## config.mk

```make
export PLATFORM = sky130hd
export DESIGN_NAME = vermicom_tx_fifo_flat
export DESIGN_NICKNAME = d
export VERILOG_FILES = /design/src/rtl/vermicom_tx_fifo_if.sv /design/src/rtl/vermicom_tx_fifo.sv /design/src/flat_wrapper.sv
export SDC_FILE = /design/constraint.sdc
export NUM_CORES = 1
export LEC_CHECK = 0
export CAP_MARGIN = 0
export CORE_UTILIZATION = 27
export CTS_CLUSTER_SIZE = 40
export DETAILED_ROUTE_END_ITERATION = 10
export REMOVE_ABC_BUFFERS = 1
export SYNTH_ARGS = -nofsm -noshare
export SYNTH_HDL_FRONTEND = slang
export SYNTH_SLANG_ARGS = --single-unit
export TNS_END_PERCENT = 50
```

## constraint.sdc

```tcl
create_clock -name clk -period 6.3 [get_ports clk]
set_input_delay 0.945 -clock clk [delete_from_list [all_inputs] [get_ports clk]]
set_output_delay 0.945 -clock clk [all_outputs]
set_load 0.005 [all_outputs]
```

## src/rtl/vermicom_tx_fifo_if.sv

```systemverilog
// Vermicom TX FIFO handshake bundle: producer push side and
// first-word-fall-through pop side toward the UART serialiser.
interface vermicom_tx_fifo_if;
  logic       in_valid;
  logic [7:0] in_data;
  logic       in_ready;
  logic       out_valid;
  logic [7:0] out_data;
  logic       out_ready;

  modport slave (
    input  in_valid,
    input  in_data,
    input  out_ready,
    output in_ready,
    output out_valid,
    output out_data
  );

  modport master (
    output in_valid,
    output in_data,
    output out_ready,
    input  in_ready,
    input  out_valid,
    input  out_data
  );
endinterface

```

## src/rtl/vermicom_tx_fifo.sv

```systemverilog
// Vermicom UART TX byte FIFO, first-word fall-through.
// Optional sticky overflow flag: VERMICOM_TX_FIFO_OVERFLOW_EN.
module vermicom_tx_fifo #(
  parameter int DEPTH     = 16,
  parameter int THRESHOLD = 4
) (
  input  logic                       clk,
  input  logic                       reset,
  input  logic                       flush,
  vermicom_tx_fifo_if.slave          bus,
  output logic [$clog2(DEPTH):0]     level,
  output logic                       empty,
  output logic                       full,
  output logic                       below_threshold,
  input  logic                       clear_overflow,
  output logic                       overflow
);

  localparam int AW = $clog2(DEPTH);
  localparam int LW = AW + 1;
  localparam logic [LW-1:0] L_FULL = LW'(DEPTH);
  localparam logic [LW-1:0] L_THR  = LW'(THRESHOLD);

  logic [7:0]    r_mem [DEPTH];
  logic [AW-1:0] r_wr_ptr;
  logic [AW-1:0] r_rd_ptr;
  logic [LW-1:0] r_level;

  logic w_empty;
  logic w_full;
  logic w_push;
  logic w_pop;

  assign w_empty = (r_level == '0);
  assign w_full  = (r_level == L_FULL);

  // flush wins over any handshake in the same cycle
  assign w_push = bus.in_valid && !w_full && !flush;
  assign w_pop  = bus.out_ready && !w_empty && !flush;

  assign bus.in_ready  = !w_full;
  assign bus.out_valid = !w_empty;
  assign bus.out_data  = w_empty ? 8'h00 : r_mem[r_rd_ptr];

  assign level           = r_level;
  assign empty           = w_empty;
  assign full            = w_full;
  assign below_threshold = (r_level < L_THR);

  always_ff @(posedge clk) begin
    if (w_push) begin
      r_mem[r_wr_ptr] <= bus.in_data;
    end
  end

  always_ff @(posedge clk or negedge reset) begin
    if (!reset) begin
      r_wr_ptr <= '0;
      r_rd_ptr <= '0;
      r_level  <= '0;
    end else if (flush) begin
      r_wr_ptr <= '0;
      r_rd_ptr <= '0;
      r_level  <= '0;
    end else begin
      if (w_push) begin
        r_wr_ptr <= r_wr_ptr + 1'b1;
      end
      if (w_pop) begin
        r_rd_ptr <= r_rd_ptr + 1'b1;
      end
      unique case (1'b1)
        (w_push && !w_pop): r_level <= r_level + 1'b1;
        (w_pop && !w_push): r_level <= r_level - 1'b1;
        default:            r_level <= r_level;
      endcase
    end
  end

`ifdef VERMICOM_TX_FIFO_OVERFLOW_EN
  logic r_overflow;
  logic w_ovf_set;

  assign w_ovf_set = bus.in_valid && w_full && !flush;

  always_ff @(posedge clk or negedge reset) begin
    if (!reset) begin
      r_overflow <= 1'b0;
    end else if (flush) begin
      r_overflow <= 1'b0;
    end else if (w_ovf_set) begin
      r_overflow <= 1'b1;
    end else if (clear_overflow) begin
      r_overflow <= 1'b0;
    end
  end

  assign overflow = r_overflow;
`else
  logic w_unused_clr;

  assign w_unused_clr = clear_overflow;
  assign overflow     = 1'b0;
`endif

endmodule

```

## src/flat_wrapper.sv

```systemverilog
// flat-port wrapper written by rule: the top's interface ports become plain ports
module vermicom_tx_fifo_flat 
#(
  parameter int DEPTH     = 16,
  parameter int THRESHOLD = 4
)
  (clk, reset, flush, level, empty, full, below_threshold, clear_overflow, overflow, bus_in_valid, bus_in_data, bus_out_ready, bus_in_ready, bus_out_valid, bus_out_data);
  vermicom_tx_fifo_if bus_i ();
  input  logic clk;
  input  logic reset;
  input  logic flush;
  output logic [$clog2(DEPTH):0] level;
  output logic empty;
  output logic full;
  output logic below_threshold;
  input  logic clear_overflow;
  output logic overflow;
  input wire logic [$bits(bus_i.in_valid)-1:0] bus_in_valid;
  input wire logic [$bits(bus_i.in_data)-1:0] bus_in_data;
  input wire logic [$bits(bus_i.out_ready)-1:0] bus_out_ready;
  output wire logic [$bits(bus_i.in_ready)-1:0] bus_in_ready;
  output wire logic [$bits(bus_i.out_valid)-1:0] bus_out_valid;
  output wire logic [$bits(bus_i.out_data)-1:0] bus_out_data;
  assign bus_i.in_valid = bus_in_valid;
  assign bus_i.in_data = bus_in_data;
  assign bus_i.out_ready = bus_out_ready;
  assign bus_in_ready = bus_i.in_ready;
  assign bus_out_valid = bus_i.out_valid;
  assign bus_out_data = bus_i.out_data;
  vermicom_tx_fifo #(.DEPTH(DEPTH), .THRESHOLD(THRESHOLD)) u_core (.clk(clk), .reset(reset), .flush(flush), .bus(bus_i), .level(level), .empty(empty), .full(full), .below_threshold(below_threshold), .clear_overflow(clear_overflow), .overflow(overflow));
endmodule
```

Word-level counts from Yosys, hierarchy flattened:

Memories as Yosys holds them, arrays and structs flattened.
Cells that the tools add are included.

* register bits: 13
* RAM bits: 128
* input bits: 14
* logic and storage cells: 34
* memories: 1

* $add $sub $neg: 4
* order comparisons: 1
* equality and inequality tests: 1
* muxes and demuxes: 9
* reductions and logical operators: 15

Memories
* u_core.r_mem: words 16, bits a word 8, read ports 1, clocked after memory_dff 0, write ports 1, RTL line vermicom_tx_fifo.sv:24 `logic [7:0] r_mem [DEPTH];`

Operators with widths (number)
* 4-bit 2-to-1 mux: 4
* 5-bit case mux with 2 select lines: 1
* 4-bit by 1-bit adder with 4-bit output (second input constant): 2
* 8-bit 2-to-1 mux: 1
* 1-bit logical AND: 6
* 5-bit by 1-bit adder with 5-bit output (second input constant): 1
* 5-bit equality test (second input constant): 1
* 1-bit logical NOT: 5
* 5-bit logical NOT: 1
* 5-bit by 3-bit < comparator with 1-bit output (second input constant): 1
* 5-bit 2-to-1 mux: 1
* 5-bit by 1-bit subtractor with 5-bit output (second input constant): 1
* 2-bit nonzero test: 2
* 3-bit nonzero test: 1
* 1-bit 2-to-1 mux: 2

Longest topological paths before layout:

Gate-level depths: netlist of run 1.

* word-level depth: 8
* gate-level depth with buffers: 10

Least setup slack after synthesis of run 1:

OpenSTA, ideal clock, no wires.

* path kind: reg-to-output
* start: register u_core.r_rd_ptr[0]
* end: output bus_out_data[0]
* data arrival time: 1956 ps
* required time: 5355 ps
* path slack: 3399 ps
* stages on the path, launching flop included: 6
* path buffers: 2
* path through: dfrtp_1 -> buf_2 -> buf_2 -> mux4_2 -> mux4_2 -> and2_1

* longest elaborated chain between the ends: 2

Ends and longest elaborated chain
* from (decl): RTL line vermicom_tx_fifo.sv:26 `logic [AW-1:0] r_rd_ptr;`
* from (signal assigned): RTL line vermicom_tx_fifo.sv:70 `r_rd_ptr <= r_rd_ptr + 1'b1;`
* memory 16 x 8 bit
* 8-bit 2-to-1 mux: RTL line vermicom_tx_fifo.sv:43 `assign bus.out_data = w_empty ? 8'h00 : r_mem[r_rd_ptr];`
* to (decl): RTL line flat_wrapper.sv:23 `output wire logic [$bits(bus_i.out_data)-1:0] bus_out_data;`

No other way between the ends.

Final worst setup path of run 1:

* start: register u_core.r_rd_ptr[0]
* end: output bus_out_data[1]

Same word-level chain as after synthesis.

==> impl_metrics.json, run 1 <==
{
  "slowest_delay_ns": 0.81,
  "hold_class": "flip-flop to flip-flop",
  "ctsHtreeMaxLevel": 4,
  "drive_gt1_share_pct": 22.51,
  "syn2layout_area_growth_pct": 20.37,
  "clk_pin_slew_ns": 0.06,
  "overflow": 0,
  "post-synth-top-area-cell": "edfxtp_1",
  "p_per_area_mw_per_mm2": 400.2,
  "async_flop_share_pct": 9.220,
  "ios": 33,
  "finalInstanceArea_mm2": 0.007000,
  "period_minus_slack_ns": 4.359,
  "cts_tree": "built",
  "ys_ff_latch": 141,
  "regToRegSetupSlack_ns": 3.52,
  "gp_congestion": 0.7042,
  "holdBufCountCts": 0,
  "worst_pin_slew_ns": 1.018,
  "setup_viol": 0,
  "cts-resized-gates": 0,
  "detail_route.wl_per_cell_um": 17.77,
  "fin_crit_sh_pct": 69.19,
  "drt.antenna.violating_nets": 0,
  "antenna_found_initial": 0,
  "cp.arrival_ns": 3.41,
  "track_usage_pct": 10.80,
  "synth_simple_gate_area_share_pct": 5.207,
  "clock_power_share_pct": 35.7,
  "cts_buffers": 17,
  "fin_cells": 626,
  "p_int_mw": 2.062,
  "setup_tns_ns": 0,
  "grt_pass1_vias": 2867,
  "end_kind": "output port",
  "synth_cell_types": 37,
  "cts.path.max_buffers": 2,
  "cts_root_buf": "clkbuf_16",
  "port_buffers": 30,
  "dp.cells": 594,
  "synthMuxAreaShare_pct": 16.03,
  "p_switching_mw": 0.7396,
  "cp-start-kind": "flip-flop",
  "final_cell_mix": "edfxtp_1 (128), mux4_2 (40), clkdlybuf4s50_1 (30), nor2_1 (24), clkbuf_16 (17)",
  "start_util_pct": 27.58,
  "cts_setup_buffers": 0,
  "netlist_area_mm2": 0.005816,
  "synth-edff-count": 128,
  "synthCells": 302,
  "clock_sinks": 141,
  "p_comb_share_pct": 23.8,
  "placed_cell_area_mm2": 0.006406,
  "worstPathMaxFanout": 20,
  "hold_viol": 0,
  "grt_pass1_wl_mm": 17.13,
  "power.total_mw": 2.802,
  "swShare_pct": 26.39,
  "grt_max_degree": 21,
  "diodes": 0,
  "row_count": 53,
  "fill_cells": 2020,
  "rsz0062_at_grt": "false",
  "outcome": "complete, no violations",
  "required_ns": 5.35,
  "slew_headroom_pct": 31.86,
  "chipWidth_um": 148.8,
  "crit_top_cell": "mux4_2",
  "r2r_cells": 9,
  "synth_adder_area_share_pct": 1.506,
  "synthTopCellsByArea": "edfxtp_1 (66%), mux4_2 (15%), dfrtp_1 (5.6%)",
  "hpwl_mm": 7.273,
  "synthFlopType": "edfxtp_1",
  "drcViolationCount": 0,
  "yosysSeqAreaShare_pct": 71.69,
  "p_seq_share_pct": 40.4,
  "synth_compound_area_share_pct": 2.517,
  "finalClockSkew_ns": 0.008731,
  "min_path_cells": 2,
  "fmax_mhz": 229.4,
  "synth_area_per_cell_um2": 19.26,
  "vias": 2818,
  "final_nets": 359,
  "irDropWorstVdd_mv": 0.1825,
  "layout_commonest_cell": "edfxtp_1",
  "path_cells": "buf_4 > mux4_2 > mux4_2 > and2_1 > clkdlybuf4s50_1",
  "drtIter0Drc": 162,
  "cp_slowest_cell": "dfrtp_2",
  "synth_xor_xnor_area_share_pct": 1.205,
  "total_leakage_power_nw": 2.244,
  "critical_path_class": "flip-flop to output port",
  "wl_mm": 11.12,
  "cap_violations": 0,
  "die_h_um": 148.8,
  "dieArea_mm2": 0.02213,
  "ys_warn_count": 0,
  "first_pass_iters": 4,
  "yosys.area.top_type_share_pct": 66.09,
  "clk_latency_ns": 0.42,
  "synth_top_family_by_area": "multiplexers",
  "coreArea_mm2": 0.02109,
  "vias_per_cell": 4.502,
  "slew_viol_final": 0
}
-- layer usage --
layer  GRT usage [%]  up-vias  wire, um
li1                -     1285         -
met1           13.14     1473      4732
met2           18.18       51      5815
met3           3.211        9       450
met4           3.827        0       123
met5               0        -         0
-- stage by stage --
| stage | setup slack [ns] | utilization [%] | hold slack (ns) |
|---|---|---|---|
| floorplan | 2.654 | - | 0.5585 |
| global placement | 2.342 | 30.38 | 0.5900 |
| detailed placement | 2.305 | 30.38 | 0.5973 |
| CTS | 1.856 | 33.20 | 0.6103 |
| global route | 1.727 | 33.20 | 0.6954 |
| finish | 1.941 | 33.20 | 0.6035 |
-- power groups by stage --
stage | Combinational [mW] | Sequential [mW] | Clock [mW]
after floorplan | 0.377 | 1.16 | 0
after global placement | 0.666 | 1.15 | 0
after detailed placement | 0.676 | 1.16 | 0
after CTS | 0.678 | 1.14 | 1.01
after global routing | 0.718 | 1.14 | 1.05
final | 0.668 | 1.13 | 1.00
-- critical path: cells and delay by family (launching register included) --
kind                   cells  cell delay (ns)
muxes                      2             1.09
buffers and inverters      2             0.89
DFF                        1             0.81
and+or+nand+nor            1             0.18
-- cell families after synthesis --
family | Yosys count
AO/OA/AOI/OAI | 18
buffers and inverters | 23
adder cells (fa/ha/maj) | 7
other | 1
XOR/XNOR | 8
multiplexers | 43
flip-flops | 141
AND/OR/NAND/NOR | 61
-- cell usage after synthesis (2+ instances only) --
| cell type | instances |
|---|---|
| nand3_1 | 6 |
| mux2i_1 | 2 |
| nor4_1 | 2 |
| and3_1 | 4 |
| xnor2_1 | 3 |
| a21oi_1 | 6 |
| xor2_1 | 5 |
| or3_1 | 4 |
| nor2_1 | 24 |
| ha_1 | 7 |
| and2_1 | 8 |
| dfrtp_1 | 13 |
| edfxtp_1 | 128 |
| o21ai_0 | 4 |
| buf_1 | 2 |
| nand2_1 | 7 |
| nor3b_1 | 2 |
| clkbuf_1 | 7 |
| mux4_2 | 40 |
| buf_2 | 5 |
| inv_1 | 7 |
-- flip-flops by register name, indices dropped and copies added (netlist names) --
register	flops
u_core.level	5
u_core.r_wr_ptr	4
u_core.r_mem	128
u_core.r_rd_ptr	4
-- layout make-up --
cell class | count | area, um2 | area share [%]
Multi-Input combinational cell | 138 | 1543 | 22.04
Timing Repair Buffer | 33 | 322.8 | 4.611
Clock buffer | 18 | 429.2 | 6.130
Tap cell | 275 | 344.1 | 4.915
Inverter | 7 | 26.28 | 0.3753
Clock inverter | 14 | 165.2 | 2.359
Sequential cell | 141 | 4170 | 59.57
-- worst paths after layout --
check,from,to
max in group asynchronous,reset,u_core.r_rd_ptr[0]$_DFFE_PN0P_
min in group asynchronous,reset,u_core.level[3]$_DFFE_PN0P_
setup / recovery,u_core.r_rd_ptr[0]$_DFFE_PN0P_,bus_out_data[1]
hold reg to reg,u_core.r_wr_ptr[3]$_DFFE_PN0P_,u_core.r_wr_ptr[3]$_DFFE_PN0P_
setup reg to reg,u_core.level[1]$_DFFE_PN0P_,u_core.level[4]$_DFFE_PN0P_
hold / removal,u_core.r_wr_ptr[3]$_DFFE_PN0P_,u_core.r_wr_ptr[3]$_DFFE_PN0P_
No activity file was read; power rests on OpenSTA's default activity.
==> run 2, diff against run 1 <==
==> constraint.sdc (replaced) <==
create_clock -name clk -period 3.95 [get_ports clk]
set_input_delay 0.5925 -clock clk [delete_from_list [all_inputs] [get_ports clk]]
set_output_delay 0.5925 -clock clk [all_outputs]
set_load 0.005 [all_outputs]
==> impl_metrics.json, run 2 (synthesis results as in run 1) <==
{
  "slew_headroom_pct": 40.05,
  "start_util_pct": 27.58,
  "irDropWorstVdd_mv": 0.2940,
  "p_per_area_mw_per_mm2": 621.1,
  "layout_commonest_cell": "edfxtp_1",
  "wl_mm": 10.84,
  "fin_crit_sh_pct": 89.88,
  "p_switching_mw": 1.134,
  "multiInputGateArea_mm2": 0.001543,
  "fmax_mhz": 281.7,
  "track_usage_pct": 10.81,
  "cp_top_family": "multiplexers",
  "critical_path_class": "flip-flop to output port",
  "drtIter0Drc": 223,
  "cp_num_buf_inv": 2,
  "cp-start-kind": "flip-flop",
  "cts.path.max_buffers": 2,
  "fin_cells": 632,
  "holdBufCountCts": 0,
  "dp.cells": 602,
  "cts_tree": "built",
  "setup_viol": 0,
  "ios": 33,
  "overflow": 0,
  "clock_sinks": 141,
  "slew_viol_final": 0,
  "reg2reg_to": "u_core.level[4]$_DFFE_PN0P_",
  "seqCellArea_mm2": 0.004170,
  "worstPathMaxFanout": 27,
  "grt_pass1_wl_mm": 17.44,
  "fill_cells": 1995,
  "hold_viol": 0,
  "drive_gt1_share_pct": 23.81,
  "clock_power_share_pct": 34.0,
  "cts_setup_buffers": 0,
  "path_cells": "buf_12 > mux4_2 > mux4_2 > and2_1 > clkdlybuf4s50_1",
  "end_kind": "output port",
  "r2r_cells": 9,
  "first_pass_iters": 4,
  "vias_per_cell": 4.478,
  "p_seq_share_pct": 40.2,
  "grt_max_degree": 36,
  "chipWidth_um": 148.8,
  "coreArea_mm2": 0.02109,
  "cts_buffers": 17,
  "vias": 2830,
  "drt.antenna.violating_nets": 0,
  "top_register": "u_core.r_mem",
  "antenna_found_initial": 0,
  "ctsHtreeMaxLevel": 4,
  "required_ns": 3.36,
  "slowest_delay_ns": 0.56,
  "drcViolationCount": 0,
  "cts-resized-gates": 0,
  "detail_route.wl_per_cell_um": 17.15,
  "hold_class": "input pin to async pin",
  "dieArea_mm2": 0.02213,
  "worst_pin_slew_ns": 0.8960,
  "final_cell_mix": "edfxtp_1 (128), mux4_2 (40), clkdlybuf4s50_1 (30), nor2_1 (24), clkbuf_16 (17)",
  "clk_latency_ns": 0.41,
  "gp_congestion": 0.7434,
  "hpwl_mm": 7.162,
  "crit_top_cell": "mux4_2",
  "finalClockSkew_ns": 0.006191,
  "cts_root_buf": "clkbuf_16",
  "rsz0062_at_grt": "false",
  "r2r_start": "u_core.level[2]$_DFFE_PN0P_",
  "final_nets": 367,
  "die_h_um": 148.8,
  "cap_violations": 0,
  "largest_reg_flops": 128,
  "row_count": 53,
  "outcome": "complete, no violations",
  "total_leakage_power_nw": 2.266,
  "cp_slowest_cell": "dfrtp_2",
  "syn2layout_area_growth_pct": 20.93,
  "period_minus_slack_ns": 3.550,
  "port_buffers": 30,
  "grt_pass1_vias": 3004,
  "diodes": 0,
  "setup_tns_ns": 0,
  "regToRegSetupSlack_ns": 1.12,
  "p_int_mw": 3.234,
  "swShare_pct": 25.96,
  "p_comb_share_pct": 25.8,
  "cp.arrival_ns": 2.96,
  "clk_pin_slew_ns": 0.05,
  "crit_cells": 5
}
[run 2: power by group through the flow]
stage / clock, mW / sequential [mW] / combinational, mW
after floorplan: 0 / 1.84 / 0.602
after global placement: 0 / 1.78 / 1.13
after detailed placement: 0 / 1.79 / 1.15
after CTS: 1.52 / 1.76 / 1.15
after global routing: 1.58 / 1.77 / 1.23
final: 1.48 / 1.76 / 1.13
[run 2: worst register-to-register path, cell delays in order (launching register included)]
cell and delay [ns]:
dfrtp_1 0.47, o41ai_1 0.58, o2111ai_4 0.22, xnor2_1 0.18
ha_1 0.24, or3_1 0.33, a21oi_1 0.16, mux2i_1 0.11
or3_1 0.32, a21oi_1 0.15
[run 2: worst max-delay path by stage]
stage	start	endpoint
after floorplan	u_core.r_rd_ptr[0]$_DFFE_PN0P_	bus_out_data[0]
after global placement	u_core.r_rd_ptr[0]$_DFFE_PN0P_	bus_out_data[1]
after detailed placement	u_core.r_rd_ptr[0]$_DFFE_PN0P_	bus_out_data[1]
after CTS	u_core.r_rd_ptr[0]$_DFFE_PN0P_	bus_out_data[1]
after global routing	u_core.r_rd_ptr[0]$_DFFE_PN0P_	bus_out_data[2]
final	u_core.r_rd_ptr[0]$_DFFE_PN0P_	bus_out_data[2]
[run 2: final cells by class]
| cell class | instances | share of cell area, % |
|---|---|---|
| repair buffers | 41 | 5.622 |
| multi-input cells | 138 | 21.94 |
| inverters | 7 | 0.3736 |
| clock inverters | 11 | 1.726 |
| well taps | 275 | 4.892 |
| clock buffers | 19 | 6.155 |
| flip-flops and latches | 141 | 59.30 |
[run 2: per-stage QoR]
stage	instance area (um2)	utilization, %	hold WS, ns	setup slack, ns	power (mW)
4_1_cts	7033	33.35	0.5827	0.3349	4.424
2_1_floorplan	5738	-	0.2969	0.6569	2.444
3_3_place_gp	6479	30.72	0.5984	0.7755	2.919
5_1_grt	7033	33.35	0.6047	0.2590	4.577
6_report	7033	33.35	0.5726	0.3996	4.368
3_5_place_dp	6479	30.72	0.6128	0.7780	2.937
[run 2: metal layers]
metal  vias up  routed length [um]  GRT usage [%]
met5         -                   0              0
met4         0                 155          3.980
li1       1296                   -              -
met3        13                 313          2.936
met1      1476                4866          13.87
met2        45                5502          17.50
==> run 3, diff against run 2 <==
--- a/config.mk
+++ b/config.mk
@@ -6,9 +6,13 @@
 export NUM_CORES = 1
 export LEC_CHECK = 0
 export CAP_MARGIN = 0
-export CORE_UTILIZATION = 27
+export CELL_PAD_IN_SITES_DETAIL_PLACEMENT = 1
+export CELL_PAD_IN_SITES_GLOBAL_PLACEMENT = 2
+export CORE_UTILIZATION = 41
 export CTS_CLUSTER_SIZE = 40
 export DETAILED_ROUTE_END_ITERATION = 10
+export GPL_TIMING_DRIVEN = 0
+export PLACE_DENSITY_LB_ADDON = 0.1
 export REMOVE_ABC_BUFFERS = 1
 export SYNTH_ARGS = -nofsm -noshare
 export SYNTH_HDL_FRONTEND = slang
==> impl_metrics.json, run 3 (synthesis results as in run 1) <==
{
  "outcome": "complete, no violations",
  "coreArea_mm2": 0.01388,
  "irDropWorstVdd_mv": 0.3113,
  "antenna_found_initial": 0,
  "cts-resized-gates": 0,
  "p_per_area_mw_per_mm2": 667.4,
  "finalInstanceArea_mm2": 0.006952,
  "path_cells": "buf_12 > mux4_2 > mux4_2 > and2_1 > clkdlybuf4s50_1",
  "slowest_delay_ns": 0.77,
  "worstPathMaxFanout": 19,
  "slew_viol_final": 0,
  "hold_viol": 0,
  "cap_violations": 0,
  "cts_tree": "built",
  "drtIter0Drc": 223,
  "gp_congestion": 0.6895,
  "rsz0062_at_grt": "false",
  "fin_crit_sh_pct": 95.32,
  "final_nets": 358,
  "end_kind": "output port",
  "row_count": 43,
  "start_util_pct": 41.90,
  "ctsHtreeMaxLevel": 4,
  "track_usage_pct": 18.42,
  "final_cell_mix": "edfxtp_1 (128), mux4_2 (40), clkdlybuf4s50_1 (30), nor2_1 (24), clkbuf_16 (17)",
  "grt_pass1_vias": 3035,
  "detail_route.wl_per_cell_um": 22.51,
  "fin_util_pct": 50.08,
  "largest_reg_flops": 128,
  "total_leakage_power_nw": 2.254,
  "vias": 2912,
  "dieArea_mm2": 0.01467,
  "ios": 33,
  "placed_cell_area_mm2": 0.006306,
  "chipWidth_um": 121.1,
  "first_pass_iters": 4,
  "overflow": 0,
  "cp-start-kind": "flip-flop",
  "top_register": "u_core.r_mem",
  "hold_class": "input pin to async pin",
  "crit_top_cell": "mux4_2",
  "clk_latency_ns": 0.42,
  "hpwl_mm": 7.953,
  "period_minus_slack_ns": 3.765,
  "clk_pin_slew_ns": 0.06,
  "clock_sinks": 141,
  "wl_mm": 11.93,
  "setup_viol": 0,
  "slew_headroom_pct": 20.87,
  "diodes": 0,
  "cts.path.max_buffers": 2,
  "cts_root_buf": "clkbuf_16",
  "syn2layout_area_growth_pct": 19.54,
  "grt_max_degree": 21,
  "required_ns": 3.36,
  "drt.antenna.violating_nets": 0,
  "drcViolationCount": 0,
  "regToRegSetupSlack_ns": 0.84,
  "cp_slowest_cell": "dfrtp_2",
  "grt_pass1_wl_mm": 18.42,
  "worst_pin_slew_ns": 1.184,
  "port_buffers": 30,
  "cts_buffers": 17,
  "fmax_mhz": 265.6,
  "cp_top_family": "multiplexers",
  "die_h_um": 121.1,
  "vias_per_cell": 5.494,
  "cts_setup_buffers": 0,
  "cp_num_buf_inv": 2,
  "finalClockSkew_ns": 0.004694,
  "holdBufCountCts": 0,
  "critical_path_class": "flip-flop to output port",
  "cp.arrival_ns": 3.17,
  "drive_gt1_share_pct": 22.86,
  "layout_commonest_cell": "edfxtp_1"
}
[run 3: changes by cell type in the layout (fill, tap and decap cells not counted)]
cell and change:
buf_12 +1, buf_4 -10, bufinv_16 +3, clkbuf_1 -1, clkinv_2 -2, clkinv_4 -1, clkinvlp_4 +2, dfrtp_1 -1
dfrtp_2 +1, inv_6 +1
[run 3: final timing paths]
path | start | endpoint | depth (start not counted)
setup reg to reg | u_core.level[1]$_DFFE_PN0P_ | u_core.r_mem[1][4]$_DFFE_PP_ | 4
setup / recovery | u_core.r_rd_ptr[0]$_DFFE_PN0P_ | bus_out_data[1] | 5
min in group clk | u_core.r_wr_ptr[0]$_DFFE_PN0P_ | u_core.r_wr_ptr[0]$_DFFE_PN0P_ | 2
hold / removal | reset | u_core.level[2]$_DFFE_PN0P_ | 1
hold reg to reg | u_core.r_wr_ptr[0]$_DFFE_PN0P_ | u_core.r_wr_ptr[0]$_DFFE_PN0P_ | 2
max in group asynchronous | reset | u_core.r_rd_ptr[0]$_DFFE_PN0P_ | 1
[run 3: layout make-up]
type	count	area, um2
fill	1257	6929
timing repair buffer	32	340.3
clock inverter	14	216.5
clock buffer	18	429.2
multi-input combinational	138	1543
sequential	141	4172
tap	180	225.2
inverter	7	26.28
[run 3: where the power goes]
part,switching (mW),leakage (nW),internal (mW)
Clock,0.612,0.303,1.12
Sequential,0.127,1.33,1.67
Combinational,0.466,0.624,0.639
Total,1.20,2.25,3.43
[run 3: layer usage]
| metal | track usage [%] | vias up | routed length (um) |
|---|---|---|---|
| met2 | 27.00 | 58 | 5464 |
| li1 | - | 1285 | - |
| met5 | 0 | - | 0 |
| met1 | 26.17 | 1554 | 5894 |
| met3 | 4.323 | 15 | 372 |
| met4 | 8.333 | 0 | 200 |
[run 3: per-stage QoR]
stage | setup TNS, ns | setup WS (ns) | hold WS [ns] | total power [mW] | std cells
floorplan | 0 | 0.6569 | 0.2969 | 2.444 | 286
global placement | -4.534 | -0.5909 | 0.5968 | 2.937 | 496
detailed placement | 0 | 0.1875 | 0.6313 | 2.957 | 498
CTS | 0 | 0.1355 | 0.5802 | 4.691 | 530
global route | 0 | 0.03399 | 0.6202 | 4.831 | 530
finish | 0 | 0.1848 | 0.5733 | 4.640 | 530
